File: config.mk
export PLATFORM = sky130hd
export DESIGN_NAME = hex_display_scheduler
export DESIGN_NICKNAME = d
export VERILOG_FILES = /design/src/rtl/hex_display_scheduler_pkg.sv /design/src/rtl/hex_display_scheduler_tick.sv /design/src/rtl/hex_display_scheduler.sv
export SDC_FILE = /design/constraint.sdc
export NUM_CORES = 1
export LEC_CHECK = 0
export BUFFER_PORTS_ARGS = -buffer_cell sky130_fd_sc_hd__buf_4
export CAP_MARGIN = 20
export CORE_AREA = 5 5 87 89
export CTS_BUF_LIST = sky130_fd_sc_hd__clkbuf_4 sky130_fd_sc_hd__clkbuf_8 sky130_fd_sc_hd__clkbuf_16
export DETAILED_ROUTE_END_ITERATION = 8
export DIE_AREA = 0 0 92 94
export GPL_ROUTABILITY_DRIVEN = 0
export PLACE_DENSITY = 0.75
export SKIP_LAST_GASP = 1
export SYNTH_ARGS = -nofsm -noshare
export SYNTH_HDL_FRONTEND = slang
export SYNTH_SLANG_ARGS = --single-unit
File: constraint.sdc
create_clock -name clk -period 2.9 [get_ports clk]
set_clock_uncertainty 0.15 [all_clocks]
set_input_delay 0.435 -clock clk [delete_from_list [all_inputs] [get_ports clk]]
set_output_delay 0.435 -clock clk [all_outputs]
set_load 0.03 [all_outputs]
File: src/rtl/hex_display_scheduler_pkg.sv
// Shared types and constants for the hex display scheduler and its tick generator.
package hex_display_scheduler_pkg;

  typedef enum logic [1:0] {
    IDLE = 2'd0,
    SHOW = 2'd1,
    HOLD = 2'd2
  } state_e;

  localparam int unsigned DEF_TICK_DIV    = 25_000_000;
  localparam int unsigned DEF_DWELL_TICKS = 4;

  // Index/counter width for n values; never narrower than one bit.
  function automatic int unsigned sel_w(input int unsigned n);
    return (n <= 1) ? 1 : $clog2(n);
  endfunction

endpackage

File: src/rtl/hex_display_scheduler_tick.sv
// tick_gen: free-running prescaler, one-cycle tick every DIV clock cycles.
module tick_gen
  import hex_display_scheduler_pkg::*;
#(
  parameter int unsigned DIV = DEF_TICK_DIV
) (
  input  logic clk,
  input  logic rst_n,
  output logic tick
);

  localparam int unsigned CNT_W = sel_w(DIV);
  localparam logic [CNT_W-1:0] LAST = CNT_W'(DIV - 1);

  logic [CNT_W-1:0] count;

  assign tick = (count == LAST);

  // Count 0..DIV-1 and wrap; only rst_n clears it.
  always_ff @(posedge clk or negedge rst_n) begin
    if (!rst_n) begin
      count <= '0;
    end else if (tick) begin
      count <= '0;
    end else begin
      count <= count + CNT_W'(1);
    end
  end

endmodule

File: src/rtl/hex_display_scheduler.sv
// hex_display_scheduler: round-robin time-sharing of NUM_SRC value sources onto
// the seven-segment display path, with manual advance and hold.
// Optional build macro KEY_SYNC_EN: adv_req becomes an async active-low KEY that
// is synchronized and falling-edge detected (one press = one advance).
module hex_display_scheduler
  import hex_display_scheduler_pkg::*;
#(
  parameter int unsigned NUM_SRC     = 4,
  parameter int unsigned DATA_W      = 16,
  parameter int unsigned TICK_DIV    = DEF_TICK_DIV,
  parameter int unsigned DWELL_TICKS = DEF_DWELL_TICKS
) (
  input  logic                        clk,
  input  logic                        rst_n,
  input  logic [NUM_SRC-1:0]          src_valid,
  input  logic [NUM_SRC*DATA_W-1:0]   src_data,
  input  logic                        adv_req,
  input  logic                        hold_req,
  output logic [DATA_W-1:0]           disp_value,
  output logic [$clog2(NUM_SRC)-1:0]  disp_sel,
  output logic                        disp_valid,
  output logic                        switch_pulse
);

  localparam int unsigned SEL_W   = sel_w(NUM_SRC);
  localparam int unsigned DWELL_W = sel_w(DWELL_TICKS);
  localparam logic [DWELL_W-1:0] DWELL_LAST = DWELL_W'(DWELL_TICKS - 1);

  state_e               state, state_nxt;
  logic [DWELL_W-1:0]   dwell, dwell_nxt;
  logic [SEL_W-1:0]     sel_nxt;
  logic [DATA_W-1:0]    value_nxt;
  logic                 valid_nxt;
  logic                 pulse_nxt;
  logic                 tick;
  logic                 adv_c;
  logic                 any_valid_c;
  logic [SEL_W-1:0]     next_sel_c;
  logic [SEL_W-1:0]     first_sel_c;
  logic [DATA_W-1:0]    src_arr [NUM_SRC];

  // First valid index after cur, wrapping; returns cur if it is the only valid one.
  function automatic logic [SEL_W-1:0] next_valid(input logic [NUM_SRC-1:0] valid,
                                                  input logic [SEL_W-1:0]   cur);
    logic [SEL_W-1:0] res;
    logic             found;
    int unsigned      idx;
    res   = cur;
    found = 1'b0;
    for (int unsigned k = 1; k <= NUM_SRC; k++) begin
      idx = (32'(cur) + k) % NUM_SRC;
      if (!found && valid[SEL_W'(idx)]) begin
        res   = SEL_W'(idx);
        found = 1'b1;
      end
    end
    return res;
  endfunction

  // Lowest valid index, used when leaving IDLE.
  function automatic logic [SEL_W-1:0] lowest_valid(input logic [NUM_SRC-1:0] valid);
    logic [SEL_W-1:0] res;
    res = '0;
    for (int i = NUM_SRC - 1; i >= 0; i--) begin
      if (valid[SEL_W'(i)]) begin
        res = SEL_W'(i);
      end
    end
    return res;
  endfunction

  for (genvar g = 0; g < NUM_SRC; g++) begin : g_slice
    assign src_arr[g] = src_data[g*DATA_W +: DATA_W];
  end

  tick_gen #(
    .DIV (TICK_DIV)
  ) u_tick (
    .clk   (clk),
    .rst_n (rst_n),
    .tick  (tick)
  );

`ifdef KEY_SYNC_EN
  logic key_meta, key_sync, key_prev;

  // Two-flop synchronizer plus history flop for falling-edge detection.
  always_ff @(posedge clk or negedge rst_n) begin
    if (!rst_n) begin
      key_meta <= 1'b1;
      key_sync <= 1'b1;
      key_prev <= 1'b1;
    end else begin
      key_meta <= adv_req;
      key_sync <= key_meta;
      key_prev <= key_sync;
    end
  end

  assign adv_c = key_prev & ~key_sync;
`else
  assign adv_c = adv_req;
`endif

  assign any_valid_c = |src_valid;
  assign next_sel_c  = next_valid(src_valid, disp_sel);
  assign first_sel_c = lowest_valid(src_valid);

  // State and display registers.
  always_ff @(posedge clk or negedge rst_n) begin
    if (!rst_n) begin
      state        <= IDLE;
      dwell        <= '0;
      disp_sel     <= '0;
      disp_value   <= '0;
      disp_valid   <= 1'b0;
      switch_pulse <= 1'b0;
    end else begin
      state        <= state_nxt;
      dwell        <= dwell_nxt;
      disp_sel     <= sel_nxt;
      disp_value   <= value_nxt;
      disp_valid   <= valid_nxt;
      switch_pulse <= pulse_nxt;
    end
  end

  // Next-state: invalidation beats adv_req, which beats dwell expiry.
  always_comb begin
    state_nxt = state;
    dwell_nxt = dwell;
    sel_nxt   = disp_sel;
    unique case (state)
      IDLE: begin
        if (any_valid_c) begin
          state_nxt = SHOW;
          sel_nxt   = first_sel_c;
          dwell_nxt = '0;
        end
      end
      SHOW, HOLD: begin
        if (!src_valid[disp_sel]) begin
          dwell_nxt = '0;
          if (any_valid_c) begin
            sel_nxt = next_sel_c;
          end else begin
            state_nxt = IDLE;
          end
        end else if (adv_c) begin
          sel_nxt   = next_sel_c;
          dwell_nxt = '0;
        end else if (state == SHOW && tick) begin
          if (dwell == DWELL_LAST) begin
            sel_nxt   = next_sel_c;
            dwell_nxt = '0;
          end else begin
            dwell_nxt = dwell + DWELL_W'(1);
          end
        end
        if (state_nxt != IDLE) begin
          state_nxt = hold_req ? HOLD : SHOW;
        end
      end
      default: begin
        state_nxt = IDLE;
        dwell_nxt = '0;
      end
    endcase
    valid_nxt = (state_nxt != IDLE);
    value_nxt = valid_nxt ? src_arr[sel_nxt] : '0;
    pulse_nxt = valid_nxt && ((sel_nxt != disp_sel) || (state == IDLE));
  end

endmodule

# ---- Word level (Yosys, flattened, before mapping)
# Index checks and enable logic that the tools add are counted.
dict set report op_classes {
  n_addsub 6
  n_lt_le_gt_ge 6
  n_eq_ne 7
  mux 44
  bitwise_logic 1
  reduce_logical 15
}
# cell count
set ops {}
lappend ops {{16-bit two-way mux} 3}
lappend ops {{2-bit two-way mux} 23}
lappend ops {{16-bit binary-select mux with 2-bit select} 1}
lappend ops {{25-bit by 1-bit adder with 25-bit output (second input constant)} 1}
lappend ops {{25-bit == test (second input constant)} 1}
lappend ops {{25-bit two-way mux} 1}
lappend ops {{2-bit by 3-bit less-than comparator with 1-bit output (second input constant)} 5}
lappend ops {{2-bit one-hot mux with 2 select lines} 3}
lappend ops {{1-bit binary-select mux with 2-bit select} 5}
lappend ops {{1-bit two-way mux} 8}
lappend ops {{2-bit by 1-bit adder with 2-bit output (second input constant)} 3}
lappend ops {{1-bit logical AND} 5}
lappend ops {{2-bit adder (second input constant)} 2}
lappend ops {{2-bit == test (second input constant)} 2}
lappend ops {{4-bit != test (second input constant)} 1}
lappend ops {{2-bit nonzero test} 2}
lappend ops {{4-bit OR reduction} 1}
lappend ops {{3-bit >= comparator (second input constant)} 1}
lappend ops {{1-bit logical NOT} 3}
lappend ops {{2-bit NOT with 3-bit output} 1}
lappend ops {{2-bit by 1-bit == test with 1-bit output (second input constant)} 1}
lappend ops {{2-bit logical NOT} 1}
lappend ops {{2-bit != test} 1}
lappend ops {{2-bit != test (second input constant)} 1}
lappend ops {{other kinds (3)} 3}
dict set report totals {
  reg_bits 49
  wordCells 86
}

# ---- Logic depth before layout (Yosys ltp)
dict set report depth {
  word_depth 23
  depth_mapped 11
}

# ---- Modules after synthesis
# A second synthesis with hierarchy kept.
dict set report unflattened {
  hier_cells 289
  area_unflattened_um2 2959.1
}
# module n_inst cells_per_inst area_each_um2 seq_area_each_um2
set modules_own_cells {}
lappend modules_own_cells {hex_display_scheduler 1 160 1644.1 600.6}
lappend modules_own_cells {tick_gen 1 129 1315.0 625.6}

# ---- Worst setup path after synthesis
# Ideal clock, no wire load.
dict set report synth_timing {
  path_type {reg-to-reg}
  start {register disp_sel[0]}
  end {register disp_value[12]}
  setup_ps 96
  arrival_ps 2346
  t_required_ps 2654
  path_slack_ps 309
  path_stages_with_launch 10
  n_path_buf 2
  period_less_slack_ps 2591
  path_cell_list {dfrtp_1 -> buf_6 -> mux4_2 -> nor2b_4 -> o21a_4 -> and4b_4 -> a211oi_4 -> buf_6 -> a211oi_1 -> a311oi_2}
}
dict set report synth_between {
  elab_chain_len 23
  elab_cells_between_ends 45
  cone_classes {4 x add/sub; 32 x mux; 1 x bitwise; 8 x reduce/logical}
}
# item line
set synth_rtl {}
lappend synth_rtl {{start: declaration} hex_display_scheduler.sv:20} ;# output logic [$clog2(NUM_SRC)-1:0] disp_sel,
lappend synth_rtl {{start signal: assignment} hex_display_scheduler.sv:121} ;# disp_sel <= sel_nxt;
lappend synth_rtl {{2-bit by 1-bit adder with 2-bit output} hex_display_scheduler.sv:51} ;# idx = (32'(cur) + k) % NUM_SRC;
lappend synth_rtl {{1-bit binary-select mux with 2-bit select} hex_display_scheduler.sv:52} ;# if (!found && valid[SEL_W'(idx)]) begin
lappend synth_rtl {{1-bit two-way mux (not written as such)} hex_display_scheduler.sv:52}
lappend synth_rtl {{1-bit two-way mux} hex_display_scheduler.sv:52}
lappend synth_rtl {{1-bit logical NOT} hex_display_scheduler.sv:52}
lappend synth_rtl {{1-bit logical AND} hex_display_scheduler.sv:52}
lappend synth_rtl {{1-bit two-way mux} hex_display_scheduler.sv:52}
lappend synth_rtl {{1-bit logical NOT} hex_display_scheduler.sv:52}
lappend synth_rtl {{(+7 left out)} n/a}
lappend synth_rtl {{2-bit two-way mux} hex_display_scheduler.sv:149} ;# end else if (adv_c) begin
lappend synth_rtl {{2-bit two-way mux} hex_display_scheduler.sv:142} ;# if (!src_valid[disp_sel]) begin
lappend synth_rtl {{2-bit one-hot mux with 2 select lines} hex_display_scheduler.sv:133} ;# unique case (state)
lappend synth_rtl {{2-bit NOT with 3-bit output (not written as such)} hex_display_scheduler.sv:170} ;# value_nxt = valid_nxt ? src_arr[sel_nxt] : '0;
lappend synth_rtl {{16-bit binary-select mux with 2-bit select} hex_display_scheduler.sv:170}
lappend synth_rtl {{16-bit two-way mux (not written as such) (2 in series)} hex_display_scheduler.sv:170}
lappend synth_rtl {{16-bit two-way mux *} hex_display_scheduler.sv:170}
lappend synth_rtl {{net value_nxt[12]} hex_display_scheduler.sv:32} ;# logic [DATA_W-1:0] value_nxt;
lappend synth_rtl {{end signal: assignment} hex_display_scheduler.sv:122} ;# disp_value <= value_nxt;
lappend synth_rtl {{end: declaration} hex_display_scheduler.sv:19} ;# output logic [DATA_W-1:0] disp_value,
# Mark *: on every way through the listed nets, which the timed path passes. The rest lies on a longest branch. The select of a mux whose other input is x is not followed.
# A chain may end at the register's enable or synchronous reset.

# ---- Worst setup path in the final report
dict set report layout_timing {
  start {register disp_sel[0]}
  end {register disp_value[15]}
}
# Same word-level chain as after synthesis.

==> metrics <==
clk sinks=49; CTS tree=yes; Yosys cell types=51; Worst Hold Class=primary input to async pin; top cells by area, synth=dfrtp_1, a311oi_2, nand2_1; mean area per synthesized cell=9.917 um^2; final setup violation count=0; P&R area growth vs syn=28.93%; Die Height=94 um; reg-to-reg startpoint=disp_sel[0]$_DFF_PN0_; Pwr Density=977.6 nW/um^2; critical path cell sequence=mux4_2 > nor2b_4 > o21a_4 > and4b_4 > a211oi_4 > buf_12 > a211oi_1 > a311oi_1; top-area cell type share of the netlist area=41.63%; Place WS=0.1378 ns; final hold viol count=36; maximum vdd drop=0.5265 mV; initial antenna violation count=0; WP data required=2.96 ns; total track usage=18.12%; Clock transition at path regs=0.10 ns; Worst Reg-to-Reg Cells=8; Core Box Area=6681 um^2; RSZ-0062 raised after global routing=no; CP bufs+invs=1; fmax=379.4 MHz; ant diodes=0; Worst path max stage delay=0.54 ns; reg-to-reg slack, setup=0.26 ns; CP Class=flop to flop; post-synthesis net count=374; Async SR Flop Fraction=100.0%; Num CTS Buffers=5; Slew @ Worst Pin=0.6337 ns; Final Max Slew Viols=0; Die Width=92 um; Top delay family on crit path=compound AO/OA/AOI/OAI gates; Synth Instances=297; Longest Clk Path Bufs=2; grt ovf=0; Vias/cell=5.525; total power=3.712 mW; H-tree levels=2; vias after detailed routing=2569; Final WS setup=0.2645 ns; DRT antenna net count=0; commonest non-fill, non-tap cell in the layout=buf_4; # IOs=92; vias in the first global route=2684; outcome=finished with violations; routed len/inst=16.02 um; 1st-iter DRT viols=75; final period utilization=90.88%; crit start category=flop; layout cells sized above 1=34.29%; Worst path slowest cell=mux4_2; first-pass GRT wire length=12.58 mm; static leakage=1.771 nW; Nets=461; fin crit period=2.635 ns; Residual DRC=0; Post-Syn Area=2945 um^2; setup TNS=0 ns; Setup crit end kind=flop; Initial Util=44.08%; total wire length=7.451 mm; failing checks=hold timing; clk_lat worst skew=0.31 ns; top_reg_cell synth=dfrtp_1; commonest cells after routing, fill and taps aside=buf_4, dfrtp_1, nand2_1; port buffer count=91; die area=8648 um^2; largest net degree at the start of global routing=50; placed wire-length estimate=5.510 mm; crit path DAT=2.69 ns; Yosys warnings=0; post-layout util=56.84%; Worst Hold Slack=-0.007389 ns; clock tree root driver cell=clkbuf_8; max_slew headroom=57.76%; #FFs+latches synth=49; r2r endpoint=disp_value[15]$_DFF_PN0_; cell taking the most area after synthesis=dfrtp_1; crit path max fanout=33; Max Cap Viol=0; DR pass1 iterations=4; Seq/Total Area, Yosys=41.63%; row count=30; Post-synth EDFFs=0
## through the flow
step | area [um^2] | instances
after floorplan | 2945 | 297
after global placement | 3681 | 456
after detailed placement | 3681 | 456
after CTS | 3775 | 464
after global routing | 3797 | 465
final | 3797 | 465
## metal layers
layer / global-route usage, % / routed length (um) / up-vias
li1: - / - / 1244
met1: 22.50 / 3225 / 1219
met2: 29.38 / 3385 / 97
met3: 7.131 / 726 / 9
met4: 4.950 / 112 / 0
met5: 0 / 0 / -
## what timing repair did
action,CTS,global route
gates resized for setup,0,2
setup endpoints to repair,0,16
setup buffers,0,0
hold buffers,0,0
## power by group
group          internal (mW)  switching (mW)
Combinational          0.934            1.43
Clock                  0.176           0.252
Sequential             0.832          0.0856
## layout make-up
cell class	instances	area, um^2
multi-input cells	224	1600
clock buffers	5	68.82
fillers	571	2884
flip-flops and latches	49	1226
well taps	80	100.1
inverters	7	28.78
clock inverters	3	25.02
repair buffers	97	748.2
## cell families after synthesis
kind of cell	count (synthesis)	synth area share, %
simple gates	121	21.24
flops	49	41.63
fa+ha+maj	5	2.124
compound gates	73	22.73
buf+inv	24	4.333
xor+xnor	23	6.840
mux	2	1.104
## Yosys cell counts (all sizes together) (8+ instances only)
cell type	n
xor2	15
a311oi	16
dfrtp	49
nand2	44
clkbuf	8
a211oi	18
buf	9
xnor2	8
a21boi	17
nor2	27
## state kept, by name (all words and copies together) (netlist names)
register,count
disp_sel,2
switch_pulse,1
disp_value,16
u_tick.count,25
disp_valid,1
dwell,2
state,2
## worst max path at each step
stage | startpoint | end | slack [ns] | cells after the start
final | disp_sel[0]$_DFF_PN0_ | disp_value[15]$_DFF_PN0_ | 0.26 | 8
after global routing | u_tick.count[15]$_DFF_PN0_ | disp_value[15]$_DFF_PN0_ | 0.08 | 8
after CTS | disp_sel[0]$_DFF_PN0_ | disp_value[13]$_DFF_PN0_ | 0.14 | 8
after detailed placement | src_valid[1] | disp_value[13]$_DFF_PN0_ | 0.14 | 9
after global placement | src_valid[1] | disp_value[5]$_DFF_PN0_ | 0.20 | 9
after floorplan | disp_sel[0]$_DFF_PN0_ | disp_value[12]$_DFF_PN0_ | 0.31 | 9
Power figures use the tool's default switching activity.
